==> src/rtl/isa_pkg.sv <==
// isa_pkg: shared ISA constants, decoded-instruction struct and decode helpers
//   for the decode stage and its branch history table.
//   decode()    : splits a 16-bit word into opcode, register fields, imm8 and
//                 memory/source-use flags
//   reads_reg() : true when the decoded instruction sources the given register
package isa_pkg;

    localparam logic [3:0] OP_ALU_LAST = 4'h7;
    localparam logic [3:0] OP_LOAD     = 4'h8;
    localparam logic [3:0] OP_STORE    = 4'h9;
    localparam logic [3:0] OP_LI       = 4'hA;
    localparam logic [3:0] OP_NOP      = 4'hB;
    localparam logic [3:0] OP_BEZ      = 4'hC;
    localparam logic [3:0] OP_BNZ      = 4'hD;
    localparam logic [3:0] OP_JMP      = 4'hE;
    localparam logic [3:0] OP_HALT     = 4'hF;

    // Bit positions of the 4-bit fields: opcode, then fields A/B/C high to low.
    localparam int OPC_LSB   = 12;
    localparam int FLD_A_LSB = 8;
    localparam int FLD_B_LSB = 4;
    localparam int FLD_C_LSB = 0;

    localparam int                   BHT_ENTRIES = 16;
    localparam int                   BHT_IDX_W   = 4;
    localparam int                   BHT_CTR_W   = 2;
    localparam logic [BHT_CTR_W-1:0] BHT_RESET   = 2'b01;

    typedef struct packed {
        logic [3:0] opcode;
        logic [3:0] rd;
        logic [3:0] rs1;
        logic [3:0] rs2;
        logic [7:0] imm8;
        logic       mem_read;
        logic       mem_write;
        logic       use_rs1;
        logic       use_rs2;
    } dec_t;

    // Fields that an opcode does not use are left at zero so the ID/EX
    // register carries clean values downstream.
    function automatic dec_t decode(input logic [15:0] instr);
        dec_t       d;
        logic [3:0] a;
        logic [3:0] b;
        logic [3:0] c;
        a        = instr[FLD_A_LSB +: 4];
        b        = instr[FLD_B_LSB +: 4];
        c        = instr[FLD_C_LSB +: 4];
        d        = '0;
        d.opcode = instr[OPC_LSB +: 4];
        if (d.opcode <= OP_ALU_LAST) begin
            d.rd      = a;
            d.rs1     = b;
            d.rs2     = c;
            d.use_rs1 = 1'b1;
            d.use_rs2 = 1'b1;
        end else begin
            case (d.opcode)
                OP_LOAD: begin
                    d.rd       = a;
                    d.rs1      = b;
                    d.use_rs1  = 1'b1;
                    d.mem_read = 1'b1;
                end
                OP_STORE: begin
                    d.rs1       = b;
                    d.rs2       = a;
                    d.use_rs1   = 1'b1;
                    d.use_rs2   = 1'b1;
                    d.mem_write = 1'b1;
                end
                OP_LI: begin
                    d.rd   = a;
                    d.imm8 = instr[7:0];
                end
                OP_BEZ, OP_BNZ: begin
                    d.rs1     = a;
                    d.use_rs1 = 1'b1;
                    d.imm8    = instr[7:0];
                end
                default: ;
            endcase
        end
        return d;
    endfunction

    function automatic logic reads_reg(input dec_t d, input logic [3:0] r);
        return (d.use_rs1 && d.rs1 == r) || (d.use_rs2 && d.rs2 == r);
    endfunction

endpackage

==> src/rtl/branch_predictor_bht.sv <==
// branch_predictor_bht: table of 2-bit saturating taken/not-taken counters.
//   clk, reset (async, active low) : all counters return to BHT_RESET
//   lookup_idx  -> lookup_taken     : counter MSB, read combinationally
//   update_en, update_idx, update_taken : train one counter per cycle
// A lookup of the index being updated in the same cycle sees the old value.
module branch_predictor_bht
    import isa_pkg::*;
(
    input  logic                 clk,
    input  logic                 reset,
    input  logic [BHT_IDX_W-1:0] lookup_idx,
    output logic                 lookup_taken,
    input  logic                 update_en,
    input  logic [BHT_IDX_W-1:0] update_idx,
    input  logic                 update_taken
);

    localparam logic [BHT_CTR_W-1:0] CTR_MAX = '1;

    logic [BHT_CTR_W-1:0] ctr [BHT_ENTRIES];
    logic [BHT_CTR_W-1:0] cur;
    logic [BHT_CTR_W-1:0] nxt;

    assign cur          = ctr[update_idx];
    assign nxt          = update_taken ? ((cur == CTR_MAX) ? cur : cur + 1'b1)
                                       : ((cur == '0)      ? cur : cur - 1'b1);
    assign lookup_taken = ctr[lookup_idx][BHT_CTR_W-1];

    always_ff @(posedge clk or negedge reset) begin
        if (!reset) begin
            for (int i = 0; i < BHT_ENTRIES; i++) ctr[i] <= BHT_RESET;
        end else if (update_en) begin
            ctr[update_idx] <= nxt;
        end
    end

endmodule

==> src/rtl/decode_stage.sv <==
// decode_stage: instruction decode with IF/ID hold, ID/EX register, load-use
//   interlock, HALT latching and BHT-based static-target branch prediction.
//   clk, reset (async, active low)
//   instruction, pc_in, valid_in             : from fetch
//   ex_resolve, ex_taken, ex_pc              : branch outcome for BHT training
//   ex_mispredict, ex_redirect               : execute-side recovery request
//   stall, flush, PC_sel, predict_taken, halt, branch_target : fetch controls
//                                              (combinational)
//   id_*                                     : ID/EX register (1-cycle latency)
module decode_stage
    import isa_pkg::*;
(
    input  logic        clk,
    input  logic        reset,
    input  logic [15:0] instruction,
    input  logic [7:0]  pc_in,
    input  logic        valid_in,
    input  logic        ex_resolve,
    input  logic        ex_taken,
    input  logic [7:0]  ex_pc,
    input  logic        ex_mispredict,
    input  logic [7:0]  ex_redirect,
    output logic        stall,
    output logic        flush,
    output logic        PC_sel,
    output logic        predict_taken,
    output logic        halt,
    output logic [7:0]  branch_target,
    output logic        id_valid,
    output logic        id_mem_read,
    output logic        id_mem_write,
    output logic        id_pred_taken,
    output logic [3:0]  id_opcode,
    output logic [3:0]  id_rd,
    output logic [3:0]  id_rs1,
    output logic [3:0]  id_rs2,
    output logic [7:0]  id_imm8,
    output logic [7:0]  id_pc
);

    dec_t dec;
    logic stall_q;
    logic hold_valid_q;
    logic halt_q;
    logic ev;
    logic live;
    logic is_branch;
    logic bht_taken;
    logic halt_now;
    logic load_use;
    logic issue;
    logic unused_ex_pc_hi;

    assign unused_ex_pc_hi = ^ex_pc[7:BHT_IDX_W];

    assign dec = decode(instruction);

    // Fetch drops valid_in while stalled but keeps presenting the word, so the
    // validity of a held instruction comes from our own register.
    assign ev   = stall_q ? hold_valid_q : valid_in;
    // Once halted nothing else may issue or steer fetch.
    assign live = ev & ~halt_q;

    assign is_branch = (dec.opcode == OP_BEZ) || (dec.opcode == OP_BNZ);

    // Each term excludes every higher-priority condition so exactly one of
    // mispredict / halt / load-use / predict acts in a cycle.
    assign halt_now      = ~ex_mispredict & live & (dec.opcode == OP_HALT);
    assign load_use      = live & id_valid & id_mem_read & reads_reg(dec, id_rd);
    assign stall         = ~ex_mispredict & ~halt_now & load_use;
    assign predict_taken = ~ex_mispredict & ~halt_now & ~load_use & live & is_branch & bht_taken;
    assign issue         = ~ex_mispredict & ~stall & live;

    assign PC_sel        = ex_mispredict;
    assign flush         = ex_mispredict | halt_now | predict_taken;
    assign halt          = halt_q | halt_now;
    assign branch_target = ex_mispredict ? ex_redirect
                         : predict_taken ? dec.imm8
                         : 8'h00;

    branch_predictor_bht u_bht (
        .clk          (clk),
        .reset        (reset),
        .lookup_idx   (pc_in[BHT_IDX_W-1:0]),
        .lookup_taken (bht_taken),
        .update_en    (ex_resolve),
        .update_idx   (ex_pc[BHT_IDX_W-1:0]),
        .update_taken (ex_taken)
    );

    // Bubbles clear every ID/EX field, not just id_valid.
    always_ff @(posedge clk or negedge reset) begin
        if (!reset) begin
            stall_q       <= 1'b0;
            hold_valid_q  <= 1'b0;
            halt_q        <= 1'b0;
            id_valid      <= 1'b0;
            id_mem_read   <= 1'b0;
            id_mem_write  <= 1'b0;
            id_pred_taken <= 1'b0;
            id_opcode     <= 4'h0;
            id_rd         <= 4'h0;
            id_rs1        <= 4'h0;
            id_rs2        <= 4'h0;
            id_imm8       <= 8'h00;
            id_pc         <= 8'h00;
        end else begin
            stall_q       <= stall;
            hold_valid_q  <= stall & ev;
            halt_q        <= halt_q | halt_now;
            id_valid      <= issue;
            id_mem_read   <= issue & dec.mem_read;
            id_mem_write  <= issue & dec.mem_write;
            id_pred_taken <= issue & predict_taken;
            id_opcode     <= issue ? dec.opcode : 4'h0;
            id_rd         <= issue ? dec.rd     : 4'h0;
            id_rs1        <= issue ? dec.rs1    : 4'h0;
            id_rs2        <= issue ? dec.rs2    : 4'h0;
            id_imm8       <= issue ? dec.imm8   : 8'h00;
            id_pc         <= issue ? pc_in      : 8'h00;
        end
    end

endmodule
==> config.mk <==
export PLATFORM = sky130hd
export DESIGN_NAME = decode_stage
export DESIGN_NICKNAME = d
export VERILOG_FILES = /design/src/rtl/isa_pkg.sv /design/src/rtl/branch_predictor_bht.sv /design/src/rtl/decode_stage.sv
export SDC_FILE = /design/constraint.sdc
export NUM_CORES = 1
export LEC_CHECK = 0
export CORE_ASPECT_RATIO = 1.4
export CORE_UTILIZATION = 42
export CTS_CLUSTER_DIAMETER = 60
export DETAILED_ROUTE_END_ITERATION = 16
export PLACE_DENSITY_LB_ADDON = 0.1
export SLEW_MARGIN = 30
export SYNTH_ARGS = -nofsm -noshare
export SYNTH_HDL_FRONTEND = slang
export SYNTH_HIERARCHICAL = 1
export SYNTH_SLANG_ARGS = --single-unit
==> constraint.sdc <==
create_clock -name clk -period 2.38 [get_ports clk]
set_input_delay 0.238 -clock clk [delete_from_list [all_inputs] [get_ports clk]]
set_output_delay 0.238 -clock clk [all_outputs]
set_load 0.03 [all_outputs]
Word level (Yosys, flattened, before mapping)
Index checks and enable logic that the tools add are counted.

$add $sub $neg: 2. Muxes and demuxes: 31. Equal/unequal tests: 9. Reductions and logical operators: 11. Order comparisons: 4. Bitwise operators: 28.

Operator list (count): 8-bit two-way mux (5); 32-bit bitwise mux (1); 4-bit == test (second input constant) (6); 4-bit two-way mux (6); 1-bit bitwise AND (18); 2-bit two-way mux (9); 2-bit binary-select mux with 4-bit select (2); 12-bit two-way mux (1); 5-bit greater-or-equal comparator (second input constant) (2); 10-bit two-way mux (1); 4-bit inverter with 5-bit output (2); 2-bit demux with 4-bit select (1); 4-bit == test (2); 4-bit one-hot mux with 2 select lines (1); 2-bit OR reduction (3); 5-bit by 1-bit < comparator with 1-bit output (second input constant) (1); 1-bit inverter (5); 4-bit by 3-bit <= comparator with 1-bit output (second input constant) (1); 1-bit two-way mux (4); 4-bit OR reduction (1); 1-bit logical AND (3); 1-bit OR (3); 3-bit OR reduction (1); 2-bit by 1-bit adder with 2-bit output (second input constant) (1); 4 further kinds (5).

Register bits after elaboration: 71. Input port bits: 46. Output and inout bits: 49. Word-level logic and storage cells: 114.

Logic depth before layout (Yosys ltp)
Gate-level depths: netlist of the first run.

Depth in word-level cells: 15. Depth in mapped cells: 8. Depth with buffers taken out: 6.

By module
Netlist of the first run, hierarchy kept.

Modules (own cells, without submodules): branch_predictor_bht (instances 1, cells each 165, area an instance 1995.7 um2); decode_stage (instances 1, cells each 186, area an instance 1849.3 um2).

Worst setup path after synthesis of the first run
No wires, ideal clock.

Path type: register -> output. Start point: register id_rd[0]. End point: output port branch_target[0]. Data arrival time: 2416 ps. Path slack: -274 ps. Cell stages (with the launch flop): 8. Path through: dfrtp_1 > clkbuf_1 > xnor2_1 > o22ai_1 > a2111oi_1 > nor4b_1 > nor2_1 > a22o_1.

Cells in the longest elaborated chain, start to end: 11. Elaborated cells between the ends (all ways): 13.

RTL lines: from (decl) (RTL line decode_stage.sv:34) `output logic [3:0] id_rd,`; from (signal assigned) (RTL line decode_stage.sv:116) `id_rd <= issue ? dec.rd : 4'h0;`; 4-bit == test (RTL line isa_pkg.sv:90) `return (d.use_rs1 && d.rs1 == r) || (d.use_rs2 && d.rs2 == r);`; 1-bit logical AND (RTL line isa_pkg.sv:90); 1-bit logical OR * (RTL line isa_pkg.sv:90); 1-bit bitwise AND * (RTL line decode_stage.sv:69) `assign load_use = live & id_valid & id_mem_read & reads_reg(dec, id_rd);`; 1-bit inverter * (RTL line decode_stage.sv:71) `assign predict_taken = ~ex_mispredict & ~halt_now & ~load_use & live & is_branch & bht_taken;`; 1-bit bitwise AND * (4 in series) (RTL line decode_stage.sv:71); net predict_taken (RTL line decode_stage.sv:26) `output logic predict_taken,`; 8-bit two-way mux * (RTL line decode_stage.sv:78) `: predict_taken ? dec.imm8`; 8-bit two-way mux * (RTL line decode_stage.sv:77) `assign branch_target = ex_mispredict ? ex_redirect`; to (decl) (RTL line decode_stage.sv:28) `output logic [7:0] branch_target,`.

Mark *: on every way through the listed nets, which the timed path passes. The rest lies on a longest branch.

Final worst setup path of the first run
Start point: register stall_q. End point: output port branch_target[6].

Cells in the longest elaborated chain, start to end: 12. Elaborated cells between the ends (all ways): 16.

RTL lines: from (decl) (RTL line decode_stage.sv:42) `logic stall_q;`; from (signal assigned) (RTL line decode_stage.sv:108) `stall_q <= stall;`; 1-bit two-way mux * (RTL line decode_stage.sv:60) `assign ev = stall_q ? hold_valid_q : valid_in;`; 1-bit bitwise AND * (RTL line decode_stage.sv:62) `assign live = ev & ~halt_q;`; 1-bit bitwise AND (on tied branches) (2 in series) (RTL line decode_stage.sv:68, decode_stage.sv:69); 1-bit inverter or 1-bit bitwise AND (tied branches) (RTL line decode_stage.sv:71, decode_stage.sv:69); 1-bit bitwise AND or 1-bit inverter (tied branches) (RTL line decode_stage.sv:71); 1-bit bitwise AND (RTL line decode_stage.sv:71); 1-bit bitwise AND * (3 in series) (RTL line decode_stage.sv:71); 8-bit two-way mux * (RTL line decode_stage.sv:78); 8-bit two-way mux * (RTL line decode_stage.sv:77).

Mark *: on every way between the ends. The rest lies on a longest branch, timed or not.

==> results of run 1 <==
==> cells in the mapped netlist, types with 2 or more instances <==
cell type                   n  area [um2]
sky130_fd_sc_hd__nor4b_1    2        17.5
sky130_fd_sc_hd__a221oi_2   2        30.0
sky130_fd_sc_hd__nor2_1    34         128
sky130_fd_sc_hd__mux2i_1    9        90.1
sky130_fd_sc_hd__dfstp_2   16         420
sky130_fd_sc_hd__inv_1      6        22.5
sky130_fd_sc_hd__and2_1     3        18.8
sky130_fd_sc_hd__nand3_1   11        55.1
sky130_fd_sc_hd__nor3_1    17        85.1
sky130_fd_sc_hd__nand2b_1  12        75.1
sky130_fd_sc_hd__xor2_1     2        17.5
sky130_fd_sc_hd__nor3b_1    7        52.6
sky130_fd_sc_hd__dfrtp_1   55        1380
sky130_fd_sc_hd__nand4b_1   2        17.5
sky130_fd_sc_hd__a32o_1     2        20.0
sky130_fd_sc_hd__nand4_1    2        12.5
sky130_fd_sc_hd__a22o_1     8        70.1
sky130_fd_sc_hd__mux4_2    11         248
sky130_fd_sc_hd__buf_2      5        25.0
sky130_fd_sc_hd__mux2_1     6        67.6
sky130_fd_sc_hd__o21ai_0    7        35.0
sky130_fd_sc_hd__nand2_1   38         143
sky130_fd_sc_hd__a22oi_1    4        30.0
sky130_fd_sc_hd__mux2_2    21         236
sky130_fd_sc_hd__or3_1      2        12.5
sky130_fd_sc_hd__clkbuf_1   8        30.0
sky130_fd_sc_hd__nand3b_1   4        30.0
sky130_fd_sc_hd__a21oi_1    4        20.0
sky130_fd_sc_hd__buf_4      4        30.0
sky130_fd_sc_hd__xnor2_1    6        52.6
sky130_fd_sc_hd__o31ai_1    8        60.1
sky130_fd_sc_hd__nor2b_1    8        50.1
==> logic make-up (layout without fill, tap and decap cells) <==
family	after synthesis	in the layout	share of synthesized area (%)
flip-flops	71	71	46.7
buffers and inverters	25	200	3.19
adder cells (fa/ha/maj)	1	1	0.293
AO/OA/AOI/OAI	48	48	10.4
AND/OR/NAND/NOR	151	152	20.8
multiplexers	47	47	16.7
XOR/XNOR	8	8	1.82
==> sequential cells by signal, indices dropped and copies added (netlist names) <==
signal and flops:
u_bht/ctr 32, id_imm8 8, id_pc 8, id_opcode 4
id_rd 4, id_rs1 4, id_rs2 4, halt_q 1
hold_valid_q 1, id_mem_read 1, id_mem_write 1, id_pred_taken 1
id_valid 1, stall_q 1
==> metal layers <==
layer / up-vias / wire length, um
li1: 1625 / -
met2: 99 / 6350
met4: 0 / 539
met3: 36 / 420
met1: 1701 / 4190
met5: - / 0
==> per-stage QoR <==
step	power, mW	instance area (um2)	instances	hold slack, ns
6_report	4.27	6010	632	0.376
5_1_grt	4.47	6010	632	0.391
4_1_cts	4.30	6010	632	0.369
3_5_place_dp	2.81	5400	606	0.313
3_3_place_gp	2.78	5400	606	0.304
2_1_floorplan	2.23	3870	351	-0.0576
==> worst max-delay path, cell delays in order, from the launching register on <==
cell and delay [ns]:
sky130_fd_sc_hd__dfrtp_1 0.38, sky130_fd_sc_hd__mux2i_1 0.16, sky130_fd_sc_hd__or3_4 0.38, sky130_fd_sc_hd__a2111oi_4 0.22, sky130_fd_sc_hd__nor4b_4 0.30, sky130_fd_sc_hd__buf_4 0.20
sky130_fd_sc_hd__nor2_4 0.05, sky130_fd_sc_hd__a22o_1 0.21, sky130_fd_sc_hd__buf_6 0.14
==> cell type report <==
type,count,area (um2)
Clock buffer,11,243
Fill cell,679,2700
Sequential cell,71,1800
Timing Repair Buffer,178,1720
Clock inverter,5,81.3
Tap cell,105,131
Inverter,6,22.5
Multi-Input combinational cell,256,2010
==> worst min path at each step <==
stage | end | slack (ns)
after global placement | id_rs2[1] | 0.30
final | id_pc[0] | 0.38
after CTS | id_pc[0] | 0.37
after detailed placement | id_rs2[1] | 0.31
after global routing | id_pc[0] | 0.39
after floorplan | halt_q | -0.06
==> power by group <==
part	internal [mW]	switching, mW
registers	1.49	0.132
logic	0.653	0.532
clock network	0.948	0.511
==> timing repair <==
action	CTS	global route
hold buffers	1	0
buffers inserted	5	0
pin swaps	16	1
gates resized for setup	42	3
setup endpoints to repair	46	54
hold endpoints to repair	28	0
cloned	4	0
==> summary.md, run 1 <==
| Metric | Value |
|---|---|
| Share of the core filled with cells in the final layout | 69.0% |
| Arrival @ worst endpoint | 2.39 ns |
| Maximum number of pins on one net before global-route repair | 44 |
| Post-Synthesis Net Count | 397 |
| Initial antenna violation count | 0 |
| Worst R2R Start | stall_q |
| Cts bufs inserted | 9 |
| Total Die Area | ~9500 um2 |
| Pre-antenna DRT Iters | 4 |
| Sequential share of the synthesized area | a little under half |
| Global-route track usage on met1 | 26.7% |
| Pins Over Slew Limit | 0 |
| Highest clock frequency the design can meet | approximately 0.38 GHz |
| CTS Sinks | 71 |
| Finish-stage setup viols | 46 |
| Layout cells sized above 1 | 36.4% |
| Clock tree from TritonCTS | yes |
| Leakage Power | about 2.6 nW |
| RSZ-0062 raised after global routing | yes |
| Endpoint of the worst register-to-register path | id_opcode[3] |
| Final critical-path setup slack | -0.246 ns |
| Most used routing layer | met2 |
| Global route total overflow | 0 |
| Horizontal die dimension | 82.9 um |
| Synthesized netlist cell count | between 300 and 400 |
| Wire length of the first global-routing pass | 19000 um |
| Startpoint class of the critical path | register |
| PortBufs | 90 |
| Startpoint of the most critical setup path | stall_q |
| GRT Resource Usage Total | 25.8% |
| Fraction of met2 tracks used by global routing | 48.4% |
| Flip-flop cell with the highest count after synthesis | sky130_fd_sc_hd__dfrtp_1 |
| Count of antenna-violating nets left after detailed routing | 0 |
| Layout overhead on the synthesized area | 56.3% |
| WL final | between 10000 and 15000 um |
| Critical path destination | branch_target[6] |
| Final hold violation count | 0 |
| Most frequent standard cell in the layout excluding fill and tap cells | sky130_fd_sc_hd__buf_4 |
| Largest vdd supply drop | 0.000565 V |
| Library cells used by synthesis | 57 |
| Number of storage elements in the synthesis netlist | 71 |
| Max-cap check violation count | 0 |
| Inserted Diodes | 0 |
| Hold WC Path Type | input port to register |
| Latest clock arrival within the worst-skew pair | 0.34 ns |
| Maximum count of clock buffers along a single path | 2 |
| Num ports | 95 |
| Minimum period implied by the final worst setup slack | around 2.6 ns |
| Warnings from Yosys | 6 |
| Via count | around 3500 |
| Via count of the first global-routing pass | 3764 |
| Root buf cell | sky130_fd_sc_hd__clkbuf_16 |
| Pre-CTS worst setup slack | -0.657 ns |
| Starting density of the core | between 40 and 50% |
| Die Y-Extent | between 100 and 150 um |
| Worst rel slew slack | a little over half |
| Nature of the critical path endpoint | primary output |
| Power density relative to cell area | 710 nW/um2 |
| Slew of the pin with the lowest slew margin | 0.691 ns |
| Summed negative setup slack over all endpoints | -6.04 ns |
| Number of nets in the final layout | about 570 |
| Result of the run | complete, but fails checks |
| Cell area after synthesis | approximately 3800 um2 |
| Worst hold stages | 4 |
| Worst setup path category | register to primary output |
| Clock slew at reported path FFs | 0.06 ns |
| Number of vias per cell | about 5.5 |
| Reg2Reg Setup Slack | -0.13 ns |
| Worst Min Path Start | pc_in[0] |
| Worst Reg2Reg Path Length in Cells | 10 |
| DR WL/cell | 18.2 um |
| Core area | 8710 um2 |
| DRC violation total after the first TritonRoute iteration | between 150 and 200 |
| Number of enable-type register cells in the synthesized netlist | 0 |
| Failing checks | setup timing |
| Synthesized area divided by synthesized cell count | 11.0 um2 |
| Maximum fanout along the worst path | 5 |
| Global-route met3 utilization | around 5% |
| Most frequent cells in the layout | 74 x sky130_fd_sc_hd__buf_4, 73 x sky130_fd_sc_hd__clkdlybuf4s50_1, 52 x sky130_fd_sc_hd__dfrtp_1, 38 x sky130_fd_sc_hd__nand2_1, 28 x sky130_fd_sc_hd__nor2_1 |
| Placement Rows | 40 |
| Worst path required time | between 2 and 2.5 ns |
| Worst-case clock skew | 0.0121 ns |
| Share of flip-flops with an asynchronous set or reset | 100% |
| Period utilization | 110% |
| HPWL after DPL | approximately 8400 um |
| H-tree depth | 3 |
| Gp weighted congestion | 0.873 |
| Count of unresolved DRC violations after routing | 0 |
No activity file was read; power rests on OpenSTA's default activity.
==> inputs of run 2 (changes only) <==
--- a/config.mk
+++ b/config.mk
@@ -13,5 +13,4 @@
 export SLEW_MARGIN = 30
 export SYNTH_ARGS = -nofsm -noshare
 export SYNTH_HDL_FRONTEND = slang
-export SYNTH_HIERARCHICAL = 1
 export SYNTH_SLANG_ARGS = --single-unit
==> summary.md, run 2 <==
| Metric | Value |
|---|---|
| Number of flip-flops under the largest register name | 32 (unchanged) |
| Number of enable-type register cells in the synthesized netlist | 0 (unchanged) |
| Share of flip-flops with an asynchronous set or reset | 100% (unchanged) |
| Startpoint class of the critical path | register (unchanged) |
| Cell type with the largest total area after synthesis | sky130_fd_sc_hd__dfrtp_1 (unchanged) |
| Cts bufs inserted | 9 (unchanged) |
| Failing checks | setup timing (unchanged) |
| Library cells used by synthesis | 49 (was 57) |
| Inserted Diodes | 0 (unchanged) |
| Hold WC Path Type | input port to register (unchanged) |
| Most frequent standard cell in the layout excluding fill and tap cells | sky130_fd_sc_hd__clkdlybuf4s50_1 (was sky130_fd_sc_hd__buf_4) |
| Number of storage elements in the synthesis netlist | 71 (unchanged) |
| HPWL after DPL | 7530 um (was 8370 um) |
| PortBufs | 90 (unchanged) |
| Pre-CTS worst setup slack | -0.473 ns (was -0.657 ns) |
| Largest regs | u_bht.ctr: 32 flops, id_imm8: 8 flops, id_pc: 8 flops (was u_bht/ctr: 32 flops, id_imm8: 8 flops, id_pc: 8 flops) |
| Clock slew at reported path FFs | 0.06 ns (about the same) |
| Critical path, cell by cell | mux4_2 -> o22ai_1 -> a311oi_1 -> o2111ai_2 -> nor2b_4 -> buf_12 -> a22o_1 -> buf_6 (was mux2i_1 -> or3_4 -> a2111oi_4 -> nor4b_4 -> buf_4 -> nor2_4 -> a22o_1 -> buf_6) |
| Worst path required time | 2.14 ns (about the same) |
| Global route total overflow | 0 (unchanged) |
| WL final | 10400 um (was 11500 um) |
| Arrival @ worst endpoint | 2.30 ns (was 2.39 ns) |
| Number of nets in the final layout | 543 (was 568) |
| Result of the run | complete, but fails checks (unchanged) |
| CTS Sinks | 71 (unchanged) |
| Worst setup path category | register to primary output (unchanged) |
| CP max stage cell | sky130_fd_sc_hd__mux4_2 (was sky130_fd_sc_hd__dfrtp_1) |
| Summed negative setup slack over all endpoints | -2.16 ns (was -6.04 ns) |
| Nature of the critical path endpoint | primary output (unchanged) |
| Cell area after synthesis | 3560 um2 (was 3840 um2) |
| Final critical-path setup slack | -0.157 ns (was -0.246 ns) |
| Maximum fanout along the worst path | 8 (was 5) |
| Slew of the pin with the lowest slew margin | 0.612 ns (was 0.691 ns) |
| Period utilization | 107% (was 110%) |
| Main area contributors after synthesis | sky130_fd_sc_hd__dfrtp_1 39%, sky130_fd_sc_hd__dfstp_2 12%, sky130_fd_sc_hd__mux4_2 6.3% (was sky130_fd_sc_hd__dfrtp_1 36%, sky130_fd_sc_hd__dfstp_2 11%, sky130_fd_sc_hd__mux4_2 6.4%) |
| RSZ-0062 raised after global routing | yes (unchanged) |
| Gp weighted congestion | 0.872 (was 0.873) |
| Count of filler cells inserted in the layout | 630 (was 679) |
| Warnings from Yosys | 0 (was 6) |
| Clock tree from TritonCTS | yes (unchanged) |
| DRC violation total after the first TritonRoute iteration | 171 (was 187) |
| Most frequent cells in the layout | 73 x sky130_fd_sc_hd__clkdlybuf4s50_1, 58 x sky130_fd_sc_hd__buf_4, 54 x sky130_fd_sc_hd__dfrtp_1, 45 x sky130_fd_sc_hd__nor2_1, 37 x sky130_fd_sc_hd__nand2_1 (was 74 x sky130_fd_sc_hd__buf_4, 73 x sky130_fd_sc_hd__clkdlybuf4s50_1, 52 x sky130_fd_sc_hd__dfrtp_1, 38 x sky130_fd_sc_hd__nand2_1, 28 x sky130_fd_sc_hd__nor2_1) |
| Largest Register | u_bht.ctr (was u_bht/ctr) |
| Flip-flop cell with the highest count after synthesis | sky130_fd_sc_hd__dfrtp_1 (unchanged) |
| GRT Resource Usage Total | 24.9% (was 25.8%) |
| Root buf cell | sky130_fd_sc_hd__clkbuf_16 (unchanged) |
| Worst Min Path Start | pc_in[0] (unchanged) |
| Critical path's largest stage delay | 0.47 ns (was 0.38 ns) |
| Highest clock frequency the design can meet | 0.394 GHz (was 0.381 GHz) |
| DR WL/cell | 17.2 um (was 18.2 um) |
| Worst hold stages | 3 (was 4) |
| Number of vias per cell | 5.36 (was 5.48) |
| Final hold violation count | 0 (unchanged) |
| Worst R2R Start | stall_q (unchanged) |
| Core area | 8200 um2 (was 8710 um2) |
| H-tree depth | 3 (unchanged) |
| Layout overhead on the synthesized area | 55.3% (was 56.3%) |
| Maximum count of clock buffers along a single path | 2 (unchanged) |
| Finish-stage setup viols | 39 (was 46) |
| Num ports | 95 (unchanged) |
| Maximum number of pins on one net before global-route repair | 48 (was 44) |
| Max-cap check violation count | 0 (unchanged) |
| Synthesized area divided by synthesized cell count | 10.2 um2 (was 11.0 um2) |
| Pins Over Slew Limit | 0 (unchanged) |
| Die Y-Extent | 111 um (was 115 um) |
| Post-Synthesis Net Count | 394 (was 397) |
| Leading post-synthesis cells by instance count | 55 x sky130_fd_sc_hd__dfrtp_1, 45 x sky130_fd_sc_hd__nor2_1, 37 x sky130_fd_sc_hd__nand2_1 (was 55 x sky130_fd_sc_hd__dfrtp_1, 38 x sky130_fd_sc_hd__nand2_1, 34 x sky130_fd_sc_hd__nor2_1) |
| Largest vdd supply drop | 0.000588 V (was 0.000565 V) |
| Worst-case clock skew | 0.00423 ns (was 0.0121 ns) |
| Via count | 3235 (was 3461) |
| Worst Reg2Reg Path Length in Cells | 10 (unchanged) |
| Top cell type's share of synthesized area | 38.7% (was 35.8%) |
| Reg2Reg Setup Slack | -0.05 ns (was -0.13 ns) |
| Most instantiated library cell after synthesis | sky130_fd_sc_hd__dfrtp_1 (unchanged) |
| Count of unresolved DRC violations after routing | 0 (unchanged) |
| Leakage Power | 2.39 nW (was 2.57 nW) |
| Minimum period implied by the final worst setup slack | 2.54 ns (was 2.63 ns) |
| Endpoint of the worst hold-timing path | id_pc[0] (unchanged) |
| Worst rel slew slack | 59.2% (was 53.9%) |
| Sequential share of the synthesized area | 50.5% (was 46.7%) |
| Via count of the first global-routing pass | 3345 (was 3764) |
| Power density relative to cell area | 711 nW/um2 (was 710 nW/um2) |
| Count of antenna-violating nets left after detailed routing | 0 (unchanged) |
| Latest clock arrival within the worst-skew pair | 0.33 ns (was 0.34 ns) |
| Pre-antenna DRT Iters | 4 (unchanged) |
| Layout cells sized above 1 | 29.5% (was 36.4%) |
| Total Die Area | 8850 um2 (was 9550 um2) |
| Starting density of the core | 43.4% (was 44.2%) |
| Endpoint of the worst register-to-register path | id_rs2[1] (was id_opcode[3]) |
| Initial antenna violation count | 0 (unchanged) |
| Synthesized netlist cell count | 348 (was 351) |
| Horizontal die dimension | 79.8 um (was 82.9 um) |
| Placement Rows | 39 (was 40) |
| Wire length of the first global-routing pass | 16600 um (was 19000 um) |
run 2: changes by cell type after synthesis, sizes merged, moves of 4 or more:
| cell | change |
|---|---|
| a21oi | +15 |
| o21ai | +10 |
| buf | +5 |
| nand2b | -6 |
| nor2 | +11 |
| nand3b | -4 |
| xor2 | +4 |
| mux2 | -25 |
run 2: layer usage:
layer | routed length, um | global-route usage (%)
met5 | 0 | 0
met4 | 418 | 12.4
met3 | 397 | 4.86
met2 | 5500 | 42.8
met1 | 4080 | 29.0
run 2: worst max-delay path, delay by kind of cell, from the launching register on:
| family | cells | cell delay (ns) |
|---|---|---|
| AOI/OAI and AO/OA | 4 | 0.73 |
| muxes | 1 | 0.47 |
| DFF | 1 | 0.40 |
| buffers and inverters | 2 | 0.28 |
| and+or+nand+nor | 1 | 0.09 |
run 2: metrics by stage:
stage	hold WS (ns)	instance area (um2)	power [mW]	instances	utilization, %
floorplan	-0.0576	3580	2.14	348	-
global placement	0.276	4980	2.58	581	60.7
detailed placement	0.283	4980	2.61	581	60.7
CTS	0.351	5400	3.93	600	65.9
global route	0.381	5530	4.12	604	67.4
finish	0.359	5530	3.93	604	67.4
run 2: final cells by class:
cell class / instances / area (um2) / area share (%)
clock buffer: 14 / 244 / 4.41
timing repair buffer: 160 / 1560 / 28.2
multi-input combinational: 251 / 1750 / 31.7
clock inverter: 2 / 35.0 / 0.634
tap: 102 / 128 / 2.31
inverter: 4 / 15.0 / 0.272
sequential: 71 / 1800 / 32.5
run 2: timing repair:
action	CTS	global route
endpoints found under the setup margin	46	63
pin swaps	3	4
endpoints found under the hold margin	24	0
gates resized for setup	29	15
hold buffers	1	0
buffers inserted	2	2
gates cloned	0	2
run 2: cells by family after synthesis:
group	synth area share, %
XOR/XNOR	2.22
flip-flops	50.5
AND/OR/NAND/NOR	20.5
buffers and inverters	3.97
multiplexers	8.65
AO/OA/AOI/OAI	14.2
run 2: worst max path at each step:
stage	start	endpoint	slack [ns]	cells past startpoint
3_5_place_dp	instruction[13]	stall	-0.47	8
6_report	u_bht.ctr[27]	branch_target[6]	-0.16	8
3_3_place_gp	instruction[13]	stall	-0.45	8
2_1_floorplan	id_rd[0]	stall	0.03	7
4_1_cts	stall_q	stall	-0.20	7
5_1_grt	stall_q	branch_target[6]	-0.24	8
run 2: report_power, final:
group,switching (mW),internal (mW)
Clock,0.475,0.811
Combinational,0.512,0.529
Sequential,0.129,1.47
==> inputs of run 3 (changes only) <==
--- a/config.mk
+++ b/config.mk
@@ -5,8 +5,10 @@
 export SDC_FILE = /design/constraint.sdc
 export NUM_CORES = 1
 export LEC_CHECK = 0
+export CELL_PAD_IN_SITES_DETAIL_PLACEMENT = 2
+export CELL_PAD_IN_SITES_GLOBAL_PLACEMENT = 2
 export CORE_ASPECT_RATIO = 1.4
-export CORE_UTILIZATION = 42
+export CORE_UTILIZATION = 27
 export CTS_CLUSTER_DIAMETER = 60
 export DETAILED_ROUTE_END_ITERATION = 16
 export PLACE_DENSITY_LB_ADDON = 0.1
==> summary.md, run 3 (synthesis gave the netlist of run 2 again) <==
| Metric | Value |
|---|---|
| Core area | 12900 um2 (was 8200 um2) |
| Result of the run | complete, but fails checks (unchanged) |
| Part of the power in the clock network | 34.8% (was 32.8%) |
| H-tree depth | 3 (unchanged) |
| Number of flip-flops under the largest register name | 32 (unchanged) |
| Nature of the critical path endpoint | primary output (unchanged) |
| Global route total overflow | 0 (unchanged) |
| HPWL after DPL | 10400 um (was 7530 um) |
| GRT Resource Usage Total | 21.8% (was 24.9%) |
| Most used routing layer | met2 (unchanged) |
| Net switching power of the design | 1.27 mW (was 1.12 mW) |
| Global-route met3 utilization | 2.64% (was 4.86%) |
| RSZ-0062 raised after global routing | yes (unchanged) |
| Fraction of met2 tracks used by global routing | 43.0% (was 42.8%) |
| Worst-case clock skew | 0.00646 ns (was 0.00423 ns) |
| Num ports | 95 (unchanged) |
| Layout cells sized above 1 | 39.8% (was 29.5%) |
| Horizontal die dimension | 99.0 um (was 79.8 um) |
| Starting density of the core | 27.6% (was 43.4%) |
| Power density relative to cell area | 708 nW/um2 (was 711 nW/um2) |
| Maximum number of pins on one net before global-route repair | 45 (was 48) |
| CP max stage cell | sky130_fd_sc_hd__clkdlybuf4s50_1 (was sky130_fd_sc_hd__mux4_2) |
| Via count | 3455 (was 3235) |
| Initial antenna violation count | 0 (unchanged) |
| Global-route track usage on met1 | 22.4% (was 29.0%) |
| Critical path's largest stage delay | 0.52 ns (was 0.47 ns) |
| Die Y-Extent | 138 um (was 111 um) |
| Final critical-path setup slack | -0.311 ns (was -0.157 ns) |
| Clock tree from TritonCTS | yes (unchanged) |
| Worst path required time | 2.14 ns (about the same) |
| Largest vdd supply drop | 0.000428 V (was 0.000588 V) |
| Finish-stage setup viols | 46 (was 39) |
| Gate power share | 28.2% (was 26.5%) |
| Placement Rows | 49 (was 39) |
| Clock slew at reported path FFs | 0.06 ns (about the same) |
| Leakage Power | 2.47 nW (was 2.39 nW) |
| Hold WC Path Type | register to register (was input port to register) |
| Root buf cell | sky130_fd_sc_hd__clkbuf_16 (unchanged) |
| Minimum period implied by the final worst setup slack | 2.69 ns (was 2.54 ns) |
| Slew of the pin with the lowest slew margin | 0.736 ns (was 0.612 ns) |
| Inserted Diodes | 0 (unchanged) |
| Count of unresolved DRC violations after routing | 0 (unchanged) |
| Cts bufs inserted | 9 (unchanged) |
| Wire length of the first global-routing pass | 21700 um (was 16600 um) |
| CTS Sinks | 71 (unchanged) |
| Maximum fanout along the worst path | 9 (was 8) |
| Via count of the first global-routing pass | 3913 (was 3345) |
| Internal power component | 3.02 mW (was 2.81 mW) |
| Most frequent cells in the layout | 74 x sky130_fd_sc_hd__clkdlybuf4s50_1, 71 x sky130_fd_sc_hd__buf_4, 54 x sky130_fd_sc_hd__dfrtp_1, 37 x sky130_fd_sc_hd__nand2_1, 27 x sky130_fd_sc_hd__nor2_1 (was 73 x sky130_fd_sc_hd__clkdlybuf4s50_1, 58 x sky130_fd_sc_hd__buf_4, 54 x sky130_fd_sc_hd__dfrtp_1, 45 x sky130_fd_sc_hd__nor2_1, 37 x sky130_fd_sc_hd__nand2_1) |
| Most frequent standard cell in the layout excluding fill and tap cells | sky130_fd_sc_hd__clkdlybuf4s50_1 (unchanged) |
| Tightest hold margin | 0.467 ns (was 0.359 ns) |
| DRC violation total after the first TritonRoute iteration | 71 (was 171) |
| Pre-antenna DRT Iters | 4 (unchanged) |
| Startpoint class of the critical path | input port (was register) |
| Maximum count of clock buffers along a single path | 2 (unchanged) |
| Gp weighted congestion | 0.820 (was 0.872) |
| Latest clock arrival within the worst-skew pair | 0.34 ns (was 0.33 ns) |
| PortBufs | 90 (unchanged) |
| Max-cap check violation count | 0 (unchanged) |
| Number of vias per cell | 5.17 (was 5.36) |
| WL final | 14800 um (was 10400 um) |
| Arrival @ worst endpoint | 2.45 ns (was 2.30 ns) |
| Number of nets in the final layout | 556 (was 543) |
| Period utilization | 113% (was 107%) |
| Summed negative setup slack over all endpoints | -5.87 ns (was -2.16 ns) |
| Fraction of power spent switching nets | 29.6% (was 28.4%) |
| Layout overhead on the synthesized area | 70.3% (was 55.3%) |
| DR WL/cell | 22.2 um (was 17.2 um) |
| Total Die Area | 13600 um2 (was 8850 um2) |
| Worst setup path category | input port to primary output (was register to primary output) |
| Largest regs | u_bht.ctr: 32 flops, id_imm8: 8 flops, id_pc: 8 flops (unchanged) |
| Highest clock frequency the design can meet | 0.372 GHz (was 0.394 GHz) |
| Critical path, cell by cell | clkdlybuf4s50_1 -> buf_4 -> and4bb_2 -> a22oi_2 -> xor2_1 -> nand4_1 -> a221oi_4 -> buf_6 (was mux4_2 -> o22ai_1 -> a311oi_1 -> o2111ai_2 -> nor2b_4 -> buf_12 -> a22o_1 -> buf_6) |
| Worst rel slew slack | 50.9% (was 59.2%) |
| Pins Over Slew Limit | 0 (unchanged) |
| Largest Register | u_bht.ctr (unchanged) |
| Sequential group share of total power | 37.1% (was 40.7%) |
| Failing checks | setup timing (unchanged) |
| Final hold violation count | 0 (unchanged) |
| Count of antenna-violating nets left after detailed routing | 0 (unchanged) |
| Pre-CTS worst setup slack | -0.685 ns (was -0.473 ns) |
==> run 3: cell types whose count changed in the layout (fill, tap and decap cells not counted), moves of 4 or more <==
| cell | before | now |
|---|---|---|
| sky130_fd_sc_hd__clkbuf_1 | 5 | 1 |
| sky130_fd_sc_hd__nor3_1 | 13 | 3 |
| sky130_fd_sc_hd__buf_12 | 5 | 10 |
| sky130_fd_sc_hd__nor3_4 | 0 | 8 |
| sky130_fd_sc_hd__nor3b_1 | 11 | 3 |
| sky130_fd_sc_hd__nor2_1 | 45 | 27 |
| sky130_fd_sc_hd__nor3b_2 | 0 | 8 |
| sky130_fd_sc_hd__nor2_4 | 0 | 17 |
| sky130_fd_sc_hd__buf_6 | 15 | 11 |
| sky130_fd_sc_hd__buf_4 | 58 | 71 |
==> run 3: path summary, 6_finish.rpt <==
| kind | start | to | slack, ns | cells after the start |
|---|---|---|---|---|
| max | instruction[13] | stall | -0.31 | 8 |
| min | u_bht.ctr[20] | u_bht.ctr[20] | 0.47 | 2 |
| max reg2reg | stall_q | id_imm8[7] | -0.04 | 9 |
| min reg2reg | u_bht.ctr[20] | u_bht.ctr[20] | 0.47 | 2 |
| max in group asynchronous | reset | u_bht.ctr[22] | 1.12 | 3 |
| min in group asynchronous | reset | id_imm8[3] | 0.49 | 2 |
==> run 3: final cells by class <==
class | instances | area [um2]
multi-input cells | 251 | 2040
flip-flops and latches | 71 | 1800
clock buffers | 11 | 243
clock inverters | 5 | 81.3
inverters | 4 | 15.0
well taps | 153 | 191
repair buffers | 173 | 1690
fillers | 1322 | 6810
==> run 3: worst max-delay path: cells and delay by family <==
family / cells / cell delay [ns]
compound gates: 2 / 0.54
xor+xnor: 1 / 0.26
buf+inv: 3 / 0.90
simple gates: 2 / 0.51
==> run 3: per-stage QoR <==
stage	util [%]	cells	total power, mW	instance area [um2]
after floorplan	-	348	2.14	3580
after global placement	39.8	640	2.67	5120
after detailed placement	39.8	640	2.72	5120
after CTS	43.5	660	4.26	5600
after global routing	47.1	668	4.50	6060
final	47.1	668	4.29	6060
==> run 3: per-layer routing <==
layer,vias up,part of all wire (%)
met2,74,59
li1,1565,-
met1,1791,36
met4,0,3.2
met5,-,0
met3,25,2.6
==> run 3: power groups by stage <==
stage               sequential, mW  clock, mW  combinational (mW)
finish                        1.59       1.49                1.21
floorplan                     1.61          0               0.522
global route                  1.62       1.58                1.30
CTS                           1.59       1.52                1.14
detailed placement            1.61          0                1.11
global placement              1.60          0                1.08
==> run 3: timing repair <==
action	4_1_cts	5_1_grt
hold buffers	1	0
setup endpoints to repair	40	64
endpoints found under the hold margin	23	0
pin swaps	2	33
gates resized for setup	28	82
buffers inserted	3	6
cloned	0	2
